### src/rtl/shift_pkg.sv
// Shared definitions for the sequential shift/rotate unit.
//   - op encodings for the five shift modes (values above OP_ROL are illegal)
//   - FSM state encoding, which the top also exposes for debug
//   - clog2 helper for deriving field widths from parameters
//   - op_legal helper used by the FSM to short-circuit illegal requests
package shift_pkg;

  localparam logic [2:0] OP_SHR  = 3'b000;
  localparam logic [2:0] OP_SHRA = 3'b001;
  localparam logic [2:0] OP_SHL  = 3'b010;
  localparam logic [2:0] OP_ROR  = 3'b011;
  localparam logic [2:0] OP_ROL  = 3'b100;

  typedef enum logic [1:0] {
    ST_IDLE  = 2'd0,
    ST_SHIFT = 2'd1,
    ST_DONE  = 2'd2
  } state_e;

  // Ceiling log2; clog2(1) = 0.
  function automatic int clog2(input int value);
    int r;
    r = 0;
    while ((1 << r) < value) begin
      r = r + 1;
    end
    return r;
  endfunction

  function automatic logic op_legal(input logic [2:0] op);
    return (op <= OP_ROL);
  endfunction

endpackage

### src/rtl/shift_step.sv
// One combinational shift stage: moves value by amt (0..STEP) bits in the
// requested mode and reports the last bit that left the word.
//   value   in  WIDTH   word to shift
//   op      in  3       mode (SHR/SHRA/SHL/ROR/ROL); anything else passes through
//   amt     in  AMT_W   bits to shift this stage, 0..STEP
//   shifted out WIDTH   shifted word
//   carry   out 1       last bit shifted out (0 when amt is 0)
module shift_step
  import shift_pkg::*;
#(
  parameter int WIDTH = 32,
  parameter int STEP  = 1,
  parameter int AMT_W = clog2(STEP) + 1
) (
  input  logic [WIDTH-1:0] value,
  input  logic [2:0]       op,
  input  logic [AMT_W-1:0] amt,
  output logic [WIDTH-1:0] shifted,
  output logic             carry
);

  // One guard bit below (right shifts) or above (left shifts) the word
  // catches the last bit to fall off, so carry needs no variable index.
  logic [WIDTH:0] ext_r;
  logic [WIDTH:0] ext_l;

  always_comb begin
    shifted = value;
    carry   = 1'b0;
    ext_r   = '0;
    ext_l   = '0;
    case (op)
      OP_SHR: begin
        ext_r   = {value, 1'b0} >> amt;
        shifted = ext_r[WIDTH:1];
        carry   = ext_r[0];
      end
      OP_SHRA: begin
        ext_r   = $signed({value, 1'b0}) >>> amt;
        shifted = ext_r[WIDTH:1];
        carry   = ext_r[0];
      end
      OP_SHL: begin
        ext_l   = {1'b0, value} << amt;
        shifted = ext_l[WIDTH-1:0];
        carry   = ext_l[WIDTH];
      end
      OP_ROR: begin
        // A shift by WIDTH yields 0, so amt == 0 leaves value unchanged.
        shifted = (value >> amt) | (value << (WIDTH - int'(amt)));
        carry   = (amt != '0) && shifted[WIDTH-1];
      end
      OP_ROL: begin
        shifted = (value << amt) | (value >> (WIDTH - int'(amt)));
        carry   = (amt != '0) && shifted[0];
      end
      default: begin
        shifted = value;
        carry   = 1'b0;
      end
    endcase
  end

endmodule

### src/rtl/seq_shift_unit.sv
// Multi-cycle shift/rotate unit: shifts STEP bits per clock until the
// requested count is consumed, then presents the result for one cycle.
//   clk        in  1      rising-edge clock
//   clr        in  1      asynchronous active-low reset
//   start      in  1      request, sampled in IDLE or DONE
//   op         in  3      mode: SHR, SHRA, SHL, ROR, ROL; 101-111 illegal
//   operand    in  WIDTH  value to shift
//   amount     in  WIDTH  shift count, only the low CNT_W bits are used
//   busy       out 1      high while shifting
//   done       out 1      one-cycle pulse, result/carry_out/op_err valid
//   result     out WIDTH  shifted value, held until the next done
//   carry_out  out 1      last bit shifted out
//   op_err     out 1      pulses with done for an illegal op
//   fsm_state  out 2      current FSM state (debug)
//
// Handshake: a request is taken on any rising edge where start=1 and the
// unit is not in SHIFT (IDLE or DONE); the unit then ignores start and all
// inputs until it raises done for exactly one cycle. A start during that
// done cycle is accepted, so operations can run back to back.
module seq_shift_unit
  import shift_pkg::*;
#(
  parameter int WIDTH = 32,
  parameter int STEP  = 1
) (
  input  logic             clk,
  input  logic             clr,
  input  logic             start,
  input  logic [2:0]       op,
  input  logic [WIDTH-1:0] operand,
  input  logic [WIDTH-1:0] amount,
  output logic             busy,
  output logic             done,
  output logic [WIDTH-1:0] result,
  output logic             carry_out,
  output logic             op_err,
  output state_e           fsm_state
);

  localparam int CNT_W = clog2(WIDTH);
  localparam int AMT_W = clog2(STEP) + 1;
  localparam int CW1   = CNT_W + 1;
  // STEP may equal WIDTH, which does not fit in CNT_W bits.
  localparam logic [CW1-1:0] STEP_EXT = CW1'(STEP);

  state_e           state;
  state_e           state_next;

  logic [WIDTH-1:0] acc;
  logic [CNT_W-1:0] remaining;
  logic [2:0]       op_q;
  logic             err_q;

  logic             accept;
  logic [CNT_W-1:0] count_in;
  logic             finish_now;
  logic [CW1-1:0]   rem_ext;
  logic [CW1-1:0]   step_ext;
  logic [CW1-1:0]   rem_left;
  logic [AMT_W-1:0] step_amt;
  logic             last_step;
  logic [WIDTH-1:0] step_value;
  logic             step_carry;
  logic             unused_bits;

  assign count_in    = amount[CNT_W-1:0];
  assign accept      = start && (state != ST_SHIFT);
  // Zero count and illegal ops skip SHIFT and report straight from the inputs.
  assign finish_now  = (count_in == '0) || !op_legal(op);
  assign unused_bits = ^{amount[WIDTH-1:CNT_W], rem_left[CNT_W]};

  // Per-edge step size: min(STEP, remaining).
  always_comb begin
    rem_ext   = {1'b0, remaining};
    step_ext  = (rem_ext > STEP_EXT) ? STEP_EXT : rem_ext;
    rem_left  = rem_ext - step_ext;
    step_amt  = step_ext[AMT_W-1:0];
    last_step = (rem_left == '0);
  end

  shift_step #(
    .WIDTH (WIDTH),
    .STEP  (STEP),
    .AMT_W (AMT_W)
  ) u_step (
    .value   (acc),
    .op      (op_q),
    .amt     (step_amt),
    .shifted (step_value),
    .carry   (step_carry)
  );

  always_ff @(posedge clk or negedge clr) begin
    if (!clr) begin
      state <= ST_IDLE;
    end else begin
      state <= state_next;
    end
  end

  always_comb begin
    state_next = state;
    case (state)
      ST_IDLE, ST_DONE: begin
        if (start) begin
          state_next = finish_now ? ST_DONE : ST_SHIFT;
        end else begin
          state_next = ST_IDLE;
        end
      end
      ST_SHIFT: begin
        if (last_step) begin
          state_next = ST_DONE;
        end
      end
      default: state_next = ST_IDLE;
    endcase
  end

  always_ff @(posedge clk or negedge clr) begin
    if (!clr) begin
      acc       <= '0;
      remaining <= '0;
      op_q      <= '0;
      err_q     <= 1'b0;
      result    <= '0;
      carry_out <= 1'b0;
    end else if (accept) begin
      acc       <= operand;
      remaining <= count_in;
      op_q      <= op;
      if (finish_now) begin
        result    <= operand;
        carry_out <= 1'b0;
        err_q     <= !op_legal(op);
      end
    end else if (state == ST_SHIFT) begin
      acc       <= step_value;
      remaining <= rem_left[CNT_W-1:0];
      if (last_step) begin
        result    <= step_value;
        carry_out <= step_carry;
        err_q     <= 1'b0;
      end
    end
  end

  assign busy      = (state == ST_SHIFT);
  assign done      = (state == ST_DONE);
  // err_q holds between operations; it is only visible during done.
  assign op_err    = done && err_q;
  assign fsm_state = state;

endmodule

### config.mk
export PLATFORM = sky130hd
export DESIGN_NAME = seq_shift_unit
export DESIGN_NICKNAME = d
export VERILOG_FILES = /design/src/rtl/shift_pkg.sv /design/src/rtl/shift_step.sv /design/src/rtl/seq_shift_unit.sv
export SDC_FILE = /design/constraint.sdc
export NUM_CORES = 1
export LEC_CHECK = 0
export ABC_AREA = 1
export ABC_CLOCK_PERIOD_IN_PS = 3600
export CORE_UTILIZATION = 40
export DETAILED_ROUTE_END_ITERATION = 16
export GPL_TIMING_DRIVEN = 1
export PLACE_DENSITY = 0.67
export SLEW_MARGIN = 15
export SYNTH_ARGS = -nofsm -noshare
export SYNTH_HDL_FRONTEND = slang
export SYNTH_SLANG_ARGS = --single-unit
### constraint.sdc
create_clock -name clk -period 3.6 [get_ports clk]
set_input_delay 0.72 -clock clk [delete_from_list [all_inputs] [get_ports clk]]
set_output_delay 0.72 -clock clk [all_outputs]
set_load 0.01 [all_outputs]
After elaboration in Yosys (flattened, before gate mapping)
Index checks and enable logic that the tools add are counted.
Storage, ports and cells
  register bits after elaboration: 76
  output and inout port bits: 38
  logic and storage cells: 66
Operators by class
  reduce and logical (&&, ||, !) cells: 14
  equality and inequality tests: 9
  shift-type cells: 7
  add/sub/neg operators: 2
  bitwise operators: 2
  order comparisons: 2
  muxes and demuxes: 23
Operators by type and width (number)
  2-to-1 mux 32 bit: 6
  case mux 32 bit (5 select lines): 1
  bitwise OR 32 bit: 2
  << shifter 32 x 1 -> 33 bit: 1
  >> shifter 33 x 1 -> 33 bit: 1
  >>> shifter 33 x 1 -> 33 bit: 1
  << shifter 32 x 1 -> 32 bit: 1
  << shifter 32 x 32 -> 32 bit: 1
  >> shifter 32 x 1 -> 32 bit: 1
  >> shifter 32 x 32 -> 32 bit: 1
  2-to-1 mux 5 bit: 3
  2-to-1 mux 1 bit: 8
  subtractor 6 x 1 -> 7 bit (first input constant): 1
  == test 3 x 2 -> 1 bit (second input constant): 2
  zero test 6 bit: 1
  2-to-1 mux 2 bit: 3
  inequality test 2 x 1 -> 1 bit (second input constant): 3
  subtractor 5 x 5 -> 6 bit: 1
  > comparator 5 x 1 -> 1 bit (second input constant): 1
  zero test 5 bit: 1
  case mux 1 bit (5 select lines): 1
  logical AND 1 bit: 4
  case mux 2 bit (2 select lines): 1
  nonzero test 2 bit: 2
  11 further kinds: 11

Depth between registers and ports, before layout
  word-level depth: 10
  gate-level depth with buffers: 14

Hierarchy
A second synthesis with hierarchy kept.
Unflattened totals
  cell total of the unflattened synthesis: 754
  area total of the unflattened synthesis: 4822.1 um^2
By module, submodules not included
  seq_shift_unit: area each 3527.1 um^2, cells an instance 439, times used 1, seq. area each 1901.8 um^2
  shift_step: area each 1295.0 um^2, cells an instance 315, times used 1, seq. area each 0.0 um^2

Least setup slack after synthesis
Ideal clock, no wire load.
  path kind: register to register
  from: register remaining[1]
  to: register result[10]
  cell stages (with the launch flop): 12
  slack: 1806 ps
  setup time: 116 ps
  arrival time: 1678 ps
  cell sequence: dfrtp_1 nor2_4 nand2_1 nand2_1 ha_1 nor2_2 xor2_1 nand2_1 nand4_2 buf_2 nand2_1 nand2_1
Between the ends
  longest elaborated chain between the ends: 9
Ends and longest elaborated chain
  start, declared: RTL line seq_shift_unit.sv:50  | logic [CNT_W-1:0] remaining;
  start signal, assigned: RTL line seq_shift_unit.sv:130  | remaining <= count_in;
  start signal, assigned: RTL line seq_shift_unit.sv:139  | remaining <= rem_left[CNT_W-1:0];
  > comparator 5 x 1 -> 1 bit: RTL line seq_shift_unit.sv:75  | step_ext = (rem_ext > STEP_EXT) ? STEP_EXT : rem_ext;
  2-to-1 mux 5 bit: RTL line seq_shift_unit.sv:75
  subtractor 6 x 1 -> 7 bit: RTL line shift_step.sv:50, shift_step.sv:54
  >> shifter 32 x 32 -> 32 bit / << shifter 32 x 32 -> 32 bit (equally long branches): RTL line shift_step.sv:54, shift_step.sv:50
  bitwise OR 32 bit, on equally long branches: RTL line shift_step.sv:54, shift_step.sv:50
  case mux 32 bit (5 select lines): RTL line shift_step.sv:32  | case (op)
  2-to-1 mux 32 bit: RTL line seq_shift_unit.sv:140  | if (last_step) begin
  2-to-1 mux 32 bit: RTL line seq_shift_unit.sv:137  | end else if (state == ST_SHIFT) begin
  2-to-1 mux 32 bit: RTL line seq_shift_unit.sv:128  | end else if (accept) begin
  end signal, assigned: RTL line seq_shift_unit.sv:133  | result <= operand;
  end signal, assigned: RTL line seq_shift_unit.sv:141  | result <= step_value;
  end, declared: RTL line seq_shift_unit.sv:34  | output logic [WIDTH-1:0] result,
Several ways; a longest one is shown, not always the timed one. The select of a mux whose other input is x is not followed.
A chain may end at the register's enable or synchronous reset.

Worst setup path after layout
  from: register state[1], in the netlist fsm_state[1]
  to: output busy
Between the ends
  longest elaborated chain between the ends: 1
Ends and longest elaborated chain
  start, declared: RTL line seq_shift_unit.sv:46  | state_e state;
  start signal, assigned: RTL line seq_shift_unit.sv:97  | state <= state_next;
  == test 2 x 1 -> 1 bit: RTL line seq_shift_unit.sv:148  | assign busy = (state == ST_SHIFT);
  end, declared: RTL line seq_shift_unit.sv:32  | output logic busy,
Every way passes these cells.

==> impl_metrics.toml <==
[setup_path]
reg2reg_slack_ps = 1260
critPathKind = "reg -> out"
start_kind = "flip-flop"
r2r-end = "result[8]"
critPathRequiredTime_ps = 2880
r2r_start = "remaining[3]"
path_max_fanout = 9
worstPathArrival_ps = 1650
reg2regPathDepth = 11
cp-end-kind = "output port"

[grt]
gr-total-overflow = 0
grt.total_usage_pct = 21.1
grt_pass1_wl_um = 19400
grt_pass1_vias = 4263
antenna_found_initial = 0
grt_max_degree = 77

[cells_and_area]
drive_above_1_share_pct = 6.34
nFillCells = 1137
synthToLayoutAreaGrowth_pct = 25.8
n_antenna_cell = 0
final_area_mm2 = 0.00567
nets = 809

[power_and_ir_drop]
peakVddDrop_v = 0.000340
powerDensity_mw_per_mm2 = 1010
p_leak_uw = 0.00303

[floorplan]
fp-row-count = 38
ios = 108
die-width_um = 108
core_area_mm2 = 0.0109
die_area_mm2 = 0.0117
die_y_um = 108
start_util_pct = 41.2

[detailed_routing]
first_iter_violations = 421
final_antenna_net_count = 0
wl_per_cell_um = 12.9
drc_errors = 0
vias = 4354
totalWireLength_um = 11400
first_pass_iters = 5
drt-vias-per-instance = 4.94

[yosys]
synth_fp_nets = 743
syn-cell-area_mm2 = 0.00451
synth_warnings = 0
syn_area_per_cell_um2 = 6.72
ys_seq_elements = 76
syn_inst = 671
ys_seq_area_share_pct = 42.2
yosysUniqueCellTypes = 32

[hold_path]
hp-class = "reg -> reg"
worstHoldPathCells = 2
hold_end = "result[27]"
hp-start = "result[27]"

[clocking]
cts_buffer_depth = 2
ctsResizeCount = 0
root_buffer = "clkbuf_16"
ctsHtreeMaxLevel = 3
clk_pin_slew_worst_paths_ps = 60
cts_hold_buf = 0
post-cts-setup-buffers = 0
cts_buffers = 9
cts_tree = "built"
clkLatencyLatePin_ps = 330
clock_sinks = 76

[timing]
finalMaxSlewViolations = 0
tightestPinTransition_ps = 1150
setup_tns_ps = 0
fin_skew_ps = 7.48
fin_crit_ps = 2370
fin_crit_sh_pct = 65.9
setup_viol = 0
setup_ws_ps = 1230
slew_headroom_pct = 22.9
rsz0062_at_grt = "no"
max_freq_mhz = 421
hold_viol_final = 0

[place]
portBuffers = 80
dpl-instance-area_mm2 = 0.00537
hpwl_um = 7500
globalplace.congestion = 0.842
preCtsSetupSlack_ps = 943

[status]
status = "finished, final reports clean"

[job]
max-cap-violations = 0
## report_power, final
| group | switching, uW | internal [uW] | total [uW] | leakage (uW) |
|---|---|---|---|---|
| sequential | 245 | 1290 | 1530 | 0.000936 |
| clock | 346 | 601 | 947 | 0.000148 |
| combinational | 2010 | 1210 | 3220 | 0.00195 |
| total | 2600 | 3100 | 5700 | 0.00303 |
## logic make-up after synthesis
| group | synth area share, % |
|---|---|
| xor gates and xnor gates | 0.194 |
| DFF | 42.2 |
| adders and majority gates | 0.555 |
| buffers and inverters | 9.65 |
| AOI/OAI and AO/OA | 5.27 |
| and+or+nand+nor | 42.2 |
## stage by stage
step,hold WS (ps),utilization (%),cells,power (uW)
after global placement,461,49.1,866,4670
after CTS,480,51.9,881,5740
final,475,51.9,881,5700
after floorplan,424,-,671,3880
after detailed placement,464,49.1,866,4770
after global routing,491,51.9,881,6290
## cells in the mapped netlist (all sizes together)
cell type | number | area (um^2)
and3 | 1 | 6.26
o21ai | 6 | 30.0
buf | 23 | 143
xor2 | 1 | 8.76
a21oi | 33 | 169
nand3b | 1 | 7.51
nand3 | 71 | 378
inv | 67 | 251
dfrtp | 76 | 1900
or2 | 2 | 12.5
o211ai | 4 | 30.0
nand4 | 4 | 31.3
nor2 | 20 | 151
clkbuf | 10 | 37.5
clkinv | 1 | 3.75
o221ai | 1 | 8.76
nor3 | 3 | 15.0
nand2 | 345 | 1300
ha | 2 | 25.0
## registers in the layout (all words and copies together), names as in the netlist
| name | cells |
|---|---|
| acc | 32 |
| carry_out | 1 |
| err_q | 1 |
| fsm_state | 2 |
| op_q | 3 |
| remaining | 5 |
| result | 32 |
## cells in the final DEF, fill, tap and decap left out, types with 4 or more instances in the layout
cell	count
dfrtp_1	76
o21ai_0	6
nand3_1	68
clkdlybuf4s50_1	79
nor2_1	11
buf_4	9
inv_2	6
nand2_1	343
o211ai_1	4
inv_1	61
clkbuf_16	9
a21oi_1	32
## cell type report
| class | instances | area, um^2 | share of cell area, % |
|---|---|---|---|
| repair buffers | 88 | 858 | 15.1 |
| well taps | 140 | 175 | 3.09 |
| flip-flops and latches | 76 | 1900 | 33.5 |
| inverters | 68 | 255 | 4.50 |
| multi-input cells | 494 | 2180 | 38.4 |
| clock inverters | 5 | 77.6 | 1.37 |
| clock buffers | 10 | 229 | 4.04 |
## how the worst max path moves through the flow
stage / to / depth (start not counted) / start / slack (ps)
global placement: result[1] / 9 / start / 980
floorplan: result[10] / 11 / remaining[1] / 1810
finish: busy / 2 / fsm_state[1] / 1230
CTS: busy / 2 / fsm_state[1] / 1220
global route: result[8] / 13 / remaining[2] / 1040
detailed placement: result[8] / 9 / start / 940
## layer usage
layer  global-route usage (%)  up-vias  routed length (um)
met4                     6.46        0                 106
met2                     35.7      127                5420
met3                     3.44        9                 660
li1                         -     2198                   -
met1                     27.6     2020                5210
met5                        0        -                   0
## critical path, cell delays in order, from the launching register on
cell	delay, ps
dfrtp_1	460
nor2_8	270
clkdlybuf4s50_1	580
No activity file was read; power rests on OpenSTA's default activity.
